`config.mk`:
```
export PLATFORM = sky130hd
export DESIGN_NAME = cpu_pipeline_ctrl
export DESIGN_NICKNAME = d
export VERILOG_FILES = /design/src/rtl/cpu_pipeline_ctrl.sv
export SDC_FILE = /design/constraint.sdc
export NUM_CORES = 1
export LEC_CHECK = 0
export CAP_MARGIN = 5
export CELL_PAD_IN_SITES_DETAIL_PLACEMENT = 2
export CELL_PAD_IN_SITES_GLOBAL_PLACEMENT = 2
export CORE_MARGIN = 1
export CORE_UTILIZATION = 27
export CTS_CLUSTER_SIZE = 40
export DETAILED_ROUTE_END_ITERATION = 8
export GPL_ROUTABILITY_DRIVEN = 0
export PLACE_DENSITY_LB_ADDON = 0.1
export SETUP_SLACK_MARGIN = 0.4
export SYNTH_ARGS = -nofsm -noshare
export SYNTH_HDL_FRONTEND = slang
export SYNTH_SLANG_ARGS = --single-unit
```
`constraint.sdc`:
```
create_clock -name clk -period 2.4 [get_ports clk]
set_input_delay 0.36 -clock clk [delete_from_list [all_inputs] [get_ports clk]]
set_output_delay 0.36 -clock clk [all_outputs]
set_load 0.01 [all_outputs]
```
`src/rtl/cpu_pipeline_ctrl.sv`:
```
// Pipeline sequencer: merges stage stall requests, flushes on exception/ERET and
// holds PC redirects (exception target or ID branch) until IF acknowledges them.
module cpu_pipeline_ctrl #(
  parameter int unsigned PERF_W   = 32,
  parameter logic [31:0] RESET_PC = 32'hBFC00000
) (
  input  logic              clk,
  input  logic              resetn,
  input  logic              stall_req_if,
  input  logic              stall_req_id,
  input  logic              stall_req_ex,
  input  logic              stall_req_mem,
  input  logic              exc_valid,
  input  logic [31:0]       exc_target,
  input  logic              branch_valid,
  input  logic [31:0]       branch_addr,
  input  logic              redirect_ack,
  output logic [5:0]        stall,
  output logic              flush,
  output logic              redirect_valid,
  output logic [31:0]       redirect_pc,
  output logic [PERF_W-1:0] stall_cycles
);

  typedef enum logic {ST_RUN, ST_REDIR} state_t;

  state_t            r_state;
  state_t            w_state_nxt;
  logic [31:0]       r_tgt;
  logic [31:0]       w_tgt_nxt;
  logic              r_br_pend;
  logic              w_br_pend_nxt;
  logic [PERF_W-1:0] r_stall_cycles;
  logic [5:0]        w_stall_req;

  // The most downstream requester freezes itself and everything upstream.
  always_comb begin
    w_stall_req = 6'b000000;
    if (stall_req_mem)     w_stall_req = 6'b011111;
    else if (stall_req_ex) w_stall_req = 6'b001111;
    else if (stall_req_id) w_stall_req = 6'b000111;
    else if (stall_req_if) w_stall_req = 6'b000011;
  end

  // r_tgt holds the exception target in REDIR, or the pending branch target in RUN.
  always_comb begin
    w_state_nxt    = r_state;
    w_tgt_nxt      = r_tgt;
    w_br_pend_nxt  = r_br_pend;
    stall          = w_stall_req;
    flush          = 1'b0;
    redirect_valid = 1'b0;
    redirect_pc    = r_tgt;
    if (!resetn) begin
      stall = 6'b000000;
    end else if (exc_valid) begin
      flush          = 1'b1;
      stall          = 6'b000000;
      redirect_valid = (r_state == ST_REDIR);
      w_state_nxt    = ST_REDIR;
      w_tgt_nxt      = exc_target;
      w_br_pend_nxt  = 1'b0;
    end else if (r_state == ST_REDIR) begin
      redirect_valid = 1'b1;
      if (redirect_ack) w_state_nxt = ST_RUN;
    end else if (r_br_pend) begin
      redirect_valid = 1'b1;
      if (redirect_ack) w_br_pend_nxt = 1'b0;
    end else if (branch_valid) begin
      if (!w_stall_req[2]) begin
        redirect_valid = 1'b1;
        redirect_pc    = branch_addr;
      end
      if (w_stall_req[2] || !redirect_ack) begin
        w_br_pend_nxt = 1'b1;
        w_tgt_nxt     = branch_addr;
      end
    end
  end

  always_ff @(posedge clk or negedge resetn) begin
    if (!resetn) begin
      r_state   <= ST_RUN;
      r_tgt     <= RESET_PC;
      r_br_pend <= 1'b0;
    end else begin
      r_state   <= w_state_nxt;
      r_tgt     <= w_tgt_nxt;
      r_br_pend <= w_br_pend_nxt;
    end
  end

  // Saturating count of stalled cycles; flush cycles carry stall=0 and are skipped.
  always_ff @(posedge clk or negedge resetn) begin
    if (!resetn) begin
      r_stall_cycles <= '0;
    end else if ((|stall) && (r_stall_cycles != {PERF_W{1'b1}})) begin
      r_stall_cycles <= r_stall_cycles + PERF_W'(1);
    end
  end

  assign stall_cycles = r_stall_cycles;

endmodule

```
# After elaboration in Yosys (flattened, before gate mapping)
# Index checks and enable logic that the tools add are counted.
totals:
  register_bits: 66
  output_inout_bits: 72
  wordCells: 49
op_classes:
  add_sub_neg: 1
  eq_ne: 3
  muxes: 33
  reduce_logical: 8
ops:
  columns: ["cell", "count"]
  rows:
  - ["$mux W32", 11]
  - ["$add A32 B1 Y32 const B", 1]
  - ["$ne A32 B32 Y1 const B", 1]
  - ["$mux W6", 4]
  - ["$mux W1", 16]
  - ["$reduce_or A6 Y1", 1]
  - ["$reduce_and A5 Y1", 1]
  - ["$ne A2 B2 Y1 const B", 2]
  - ["$reduce_bool A2 Y1", 2]
  - ["$mux W3", 1]
  - ["$mux W2", 1]
  - ["$reduce_and A2 Y1", 1]
  - ["$logic_and A1 B1 Y1", 1]
  - ["$logic_not A1 Y1", 1]
  - ["$logic_or A1 B1 Y1", 1]

# Longest topological paths before layout
logic_depth:
  depth_word: 10
  ltp_mapped: 7

# Worst setup path after synthesis
# No wires, ideal clock.
synth_path:
  kind: "register to register"
  start: "register r_stall_cycles[0], in the netlist stall_cycles[0]"
  end: "register r_stall_cycles[28], in the netlist stall_cycles[28]"
  t_arrival_ns: 1.855
  required_time_ns: 2.274
  path_slack_ns: 0.419
  path_stages_with_launch: 7
  n_path_buf: 0
  period_less_slack_ns: 1.981
  cell_sequence: "dfrtp_1 -> ha_1 -> nand4_2 -> nor4_4 -> nand3b_2 -> or3_1 -> xnor2_1"
synth_via:
  elab_chain_cells: 2
  word_cells_on_any_way: 3
  classes_between: "1 x add/sub; 1 x eq/ne; 1 x reduce/logical"
synth_lines:
  columns: ["element", "line", "text"]
  rows:
  - ["start, declared", "33", "logic [PERF_W-1:0] r_stall_cycles;"]
  - ["start signal, assigned", "98", "r_stall_cycles <= r_stall_cycles + PERF_W'(1);"]
  - ["parallel branches: the longest is 2 deep, another holds $add A32 B1 Y32", null, null]
# Parallel ways; which one is timed is not known.
# A chain may end at the register's enable or synchronous reset.

# Worst setup path after layout
layout_path:
  start: "register r_state"
  end: "output port redirect_pc[23]"
layout_via:
  elab_chain_cells: 3
layout_lines:
  columns: ["element", "line", "text"]
  rows:
  - ["start, declared", "27", "state_t r_state;"]
  - ["start signal, assigned", "87", "r_state <= w_state_nxt;"]
  - ["$mux W32", "63", "end else if (r_state == ST_REDIR) begin"]
  - ["$mux W32", "56", "end else if (exc_valid) begin"]
  - ["$mux W32", "54", "if (!resetn) begin"]
  - ["end, declared", "21", "output logic [31:0] redirect_pc,"]
# Every way passes these cells.

==> key figures <==
Worst setup path
  – Crit start category: flop
  – Crit end category: output pin
  – CP Max Fanout: 8
  – CP bufs+invs: 3
  – CP max stage delay: between 0.3 and 0.4 ns
  – Worst path cell trace: nor2_2 > nand4_1 > buf_6 > buf_16 > mux2_2 > buf_6
  – CP top delay family: buffers and inverters
  – Critical-path top delay cell: dfrtp_1
  – Crit path kind: reg -> out
  – Worst Path Required: slightly above 2 ns
  – Cell mode on critical path: buf_6
  – Arr. time, crit path: 1.76 ns

Global routing
  – Overall routing resource usage: 0.182
  – Total grt overflow: 0
  – Vias in the first global route: 3508
  – Initial antenna violation count: 0
  – First-pass GRT wire length: 19500 µm
  – Largest net degree at the start of global routing: 40

STA
  – Hold WS: 0.0163 ns
  – Rel. slew slack: 0.642
  – Final clock skew: between 0.005 and 0.006 ns
  – Final hold vios: 0
  – Final min period: approximately 2.1 ns
  – Setup violations, final: 0
  – Max-slew violation count: 0
  – Fmax: 0.472 GHz
  – Total negative setup slack: 0 ns
  – Tightest Pin Transition: 0.537 ns
  – RSZ-0062 raised after global routing: yes
  – Period utilization: 0.882

Pwr
  – Seq pwr share: 0.374
  – Maximum vdd drop: roughly 230 µV
  – PwrDens: 637 mW/mm²
  – Clock share of power: 0.341
  – Logic pwr share: 0.285
  – Cell-internal power: 2.80 mW
  – Sw Share: 0.264
  – LEAKAGE: ~2.5 nW
  – Sw Pwr: 1.00 mW

Finish
  – Syn-to-layout area delta: 63.2%
  – Most frequent cells in the layout: 101 x clkdlybuf4s50_1, 95 x mux2_2, 49 x dfrtp_1
  – Final nets: roughly 540
  – Antenna Diode Count: 0
  – Fin util: 0.451
  – Layout cell share with drive strength beyond 1: 0.465
  – Non-Filler Cell Area, Final: about 0.0060 mm²
  – Commonest non-fill, non-tap cell in the layout: clkdlybuf4s50_1

Route
  – DRT antenna net count: 0
  – First-pass DRT Iterations: 4
  – Final wirelength: 12100 µm
  – Post-route DRC: 0
  – DRT iter0 DRCs: 62
  – Vias: 3049
  – Post-DR wirelength/cell: ~19 µm
  – Via/cell ratio: 4.74

Yosys
  – Seq/Total Area, Yosys: 0.455
  – Netlist cell types: 42
  – Post-synth top area cell: dfrtp_1
  – Syn nets: between 300 and 400
  – Synth top area cells: dfrtp_1 39%, mux2_2 30%, dfstp_2 6.5%, xnor2_1 6.0%, nand4_1 2.6%
  – Post-Syn Area per Cell: 12.6 µm²
  – #FFs+latches synth: 66
  – Synth warn: 0
  – Synthesized instance count: 291
  – Synth Cell Area: roughly 0.0037 mm²
  – Top cell type's share of synthesized area: 0.390

Hold path
  – Hold Crit Class: in -> async

Flow run
  – Max Cap Viol: 0

Clocking
  – CTS tree: done
  – Skew-Pair Late Insertion Delay: 0.33 ns
  – Cts bufs inserted: 9
  – Root Buffer: clkbuf_16
  – Worst-path clk slew: around 0.050 ns
  – H-Tree Depth: 3
  – Clk buf depth: 2
  – Clock sinks: between 60 and 70
  – CTS Hold Bufs: 0

Floorplanning
  – I/O Pins: 145
  – Area of the core: 0.0132 mm²
  – Starting Density: 0.276
  – Die Wd: between 100 and 150 µm
  – Chip height: 118 µm
  – Num rows: 42
  – Die area: around 0.014 mm²

Run status
  – Status: completed

Place
  – Port Buffers: 143
  – Detail Placement HPWL: 8320 µm
  – Placement Cell Area: 0.00538 mm²
-- power groups by stage --
stage	combinational [mW]	sequential (mW)	clock (mW)
floorplan	0.429	1.42	0
global placement	0.972	1.44	0
detailed placement	0.992	1.45	0
CTS	1.05	1.44	1.34
global route	1.17	1.44	1.38
finish	1.08	1.42	1.30
-- through the flow --
step,total power [mW],cells,setup WS [ns]
global placement,2.41,613,-0.254
finish,3.80,643,0.283
detailed placement,2.44,613,-0.322
floorplan,1.85,291,0.419
CTS,3.82,638,0.296
global route,3.99,643,0.216
-- path summary, 6_finish.rpt --
check	from	to	slack, ns	cells after the start
min in group clk	r_tgt[1]$_DFFE_PN0P_	r_tgt[1]$_DFFE_PN0P_	0.50	1
worst max-delay path	r_state$_DFFE_PN0P_	redirect_pc[23]	0.28	6
worst max register to register	stall_cycles[0]$_DFFE_PN0P_	stall_cycles[1]$_DFFE_PN0P_	0.50	7
worst min register to register	r_tgt[1]$_DFFE_PN0P_	r_tgt[1]$_DFFE_PN0P_	0.50	1
max in group asynchronous	resetn	stall_cycles[13]$_DFFE_PN0P_	1.50	3
worst min-delay path	resetn	r_tgt[6]$_DFFE_PN0P_	0.02	2
-- flip-flops by register name, summed over array words and instances (netlist names) --
signal,count
r_tgt,32
stall_cycles,32
r_state,1
r_br_pend,1
-- kinds of logic after synthesis --
family	after synthesis	synth area share
compound gates	13	0.0260
xor+xnor	31	0.0743
fa+ha+maj	1	0.00342
buf+inv	14	0.0178
flops	66	0.455
mux	97	0.299
other cells	1	0.00103
simple gates	68	0.124
-- what timing repair did --
item,CTS,global route
hold endpoints to repair,0,0
buffers inserted,7,5
pin swaps,5,4
endpoints found under the setup margin,61,47
gates cloned,3,0
gates resized for setup,203,17
-- synthesized netlist by cell type, drive strengths merged --
| master | count |
|---|---|
| mux2 | 97 |
| dfrtp | 57 |
| xnor2 | 25 |
| nand4 | 17 |
| nand3 | 12 |
| dfstp | 9 |
| and3 | 7 |
| buf | 7 |
| nand2 | 7 |
| xor2 | 6 |
| and4 | 5 |
| clkbuf | 5 |
| nor2 | 5 |
| a21oi | 4 |
| and2 | 4 |
| o21ai | 3 |
| inv | 2 |
| nor2b | 2 |
| nor3 | 2 |
| o21a | 2 |
| or3 | 2 |
| a211oi | 1 |
| a21o | 1 |
| a22o | 1 |
| and4bb | 1 |
| conb | 1 |
| ha | 1 |
| nand3b | 1 |
| nor3b | 1 |
| nor4 | 1 |
| o2111ai | 1 |
| or4 | 1 |
-- worst reg2reg max path: stages, from the launching register on --
cell	delay [ns]
dfrtp_2	0.40
ha_2	0.21
nand4_2	0.13
nor4_4	0.06
buf_6	0.13
buf_4	0.15
a21oi_4	0.31
mux2_2	0.38
-- metal layers --
layer | vias up | GRT usage | wire length (µm)
met1 | 1530 | 0.226 | 5290
met3 | 14 | 0.0372 | 546
met2 | 95 | 0.309 | 5990
met5 | - | 0 | 0
met4 | 0 | 0.0729 | 221
li1 | 1410 | - | -
-- cell type report --
type                    instances  area [µm²]
fillers                      1362        7280
multi-input cells             211        2010
repair buffers                173        1770
flip-flops and latches         66        1670
clock buffers                  12         246
well taps                     176         220
clock inverters                 3        40.0
inverters                       2        7.51
No activity file was read; power rests on OpenSTA's default activity.
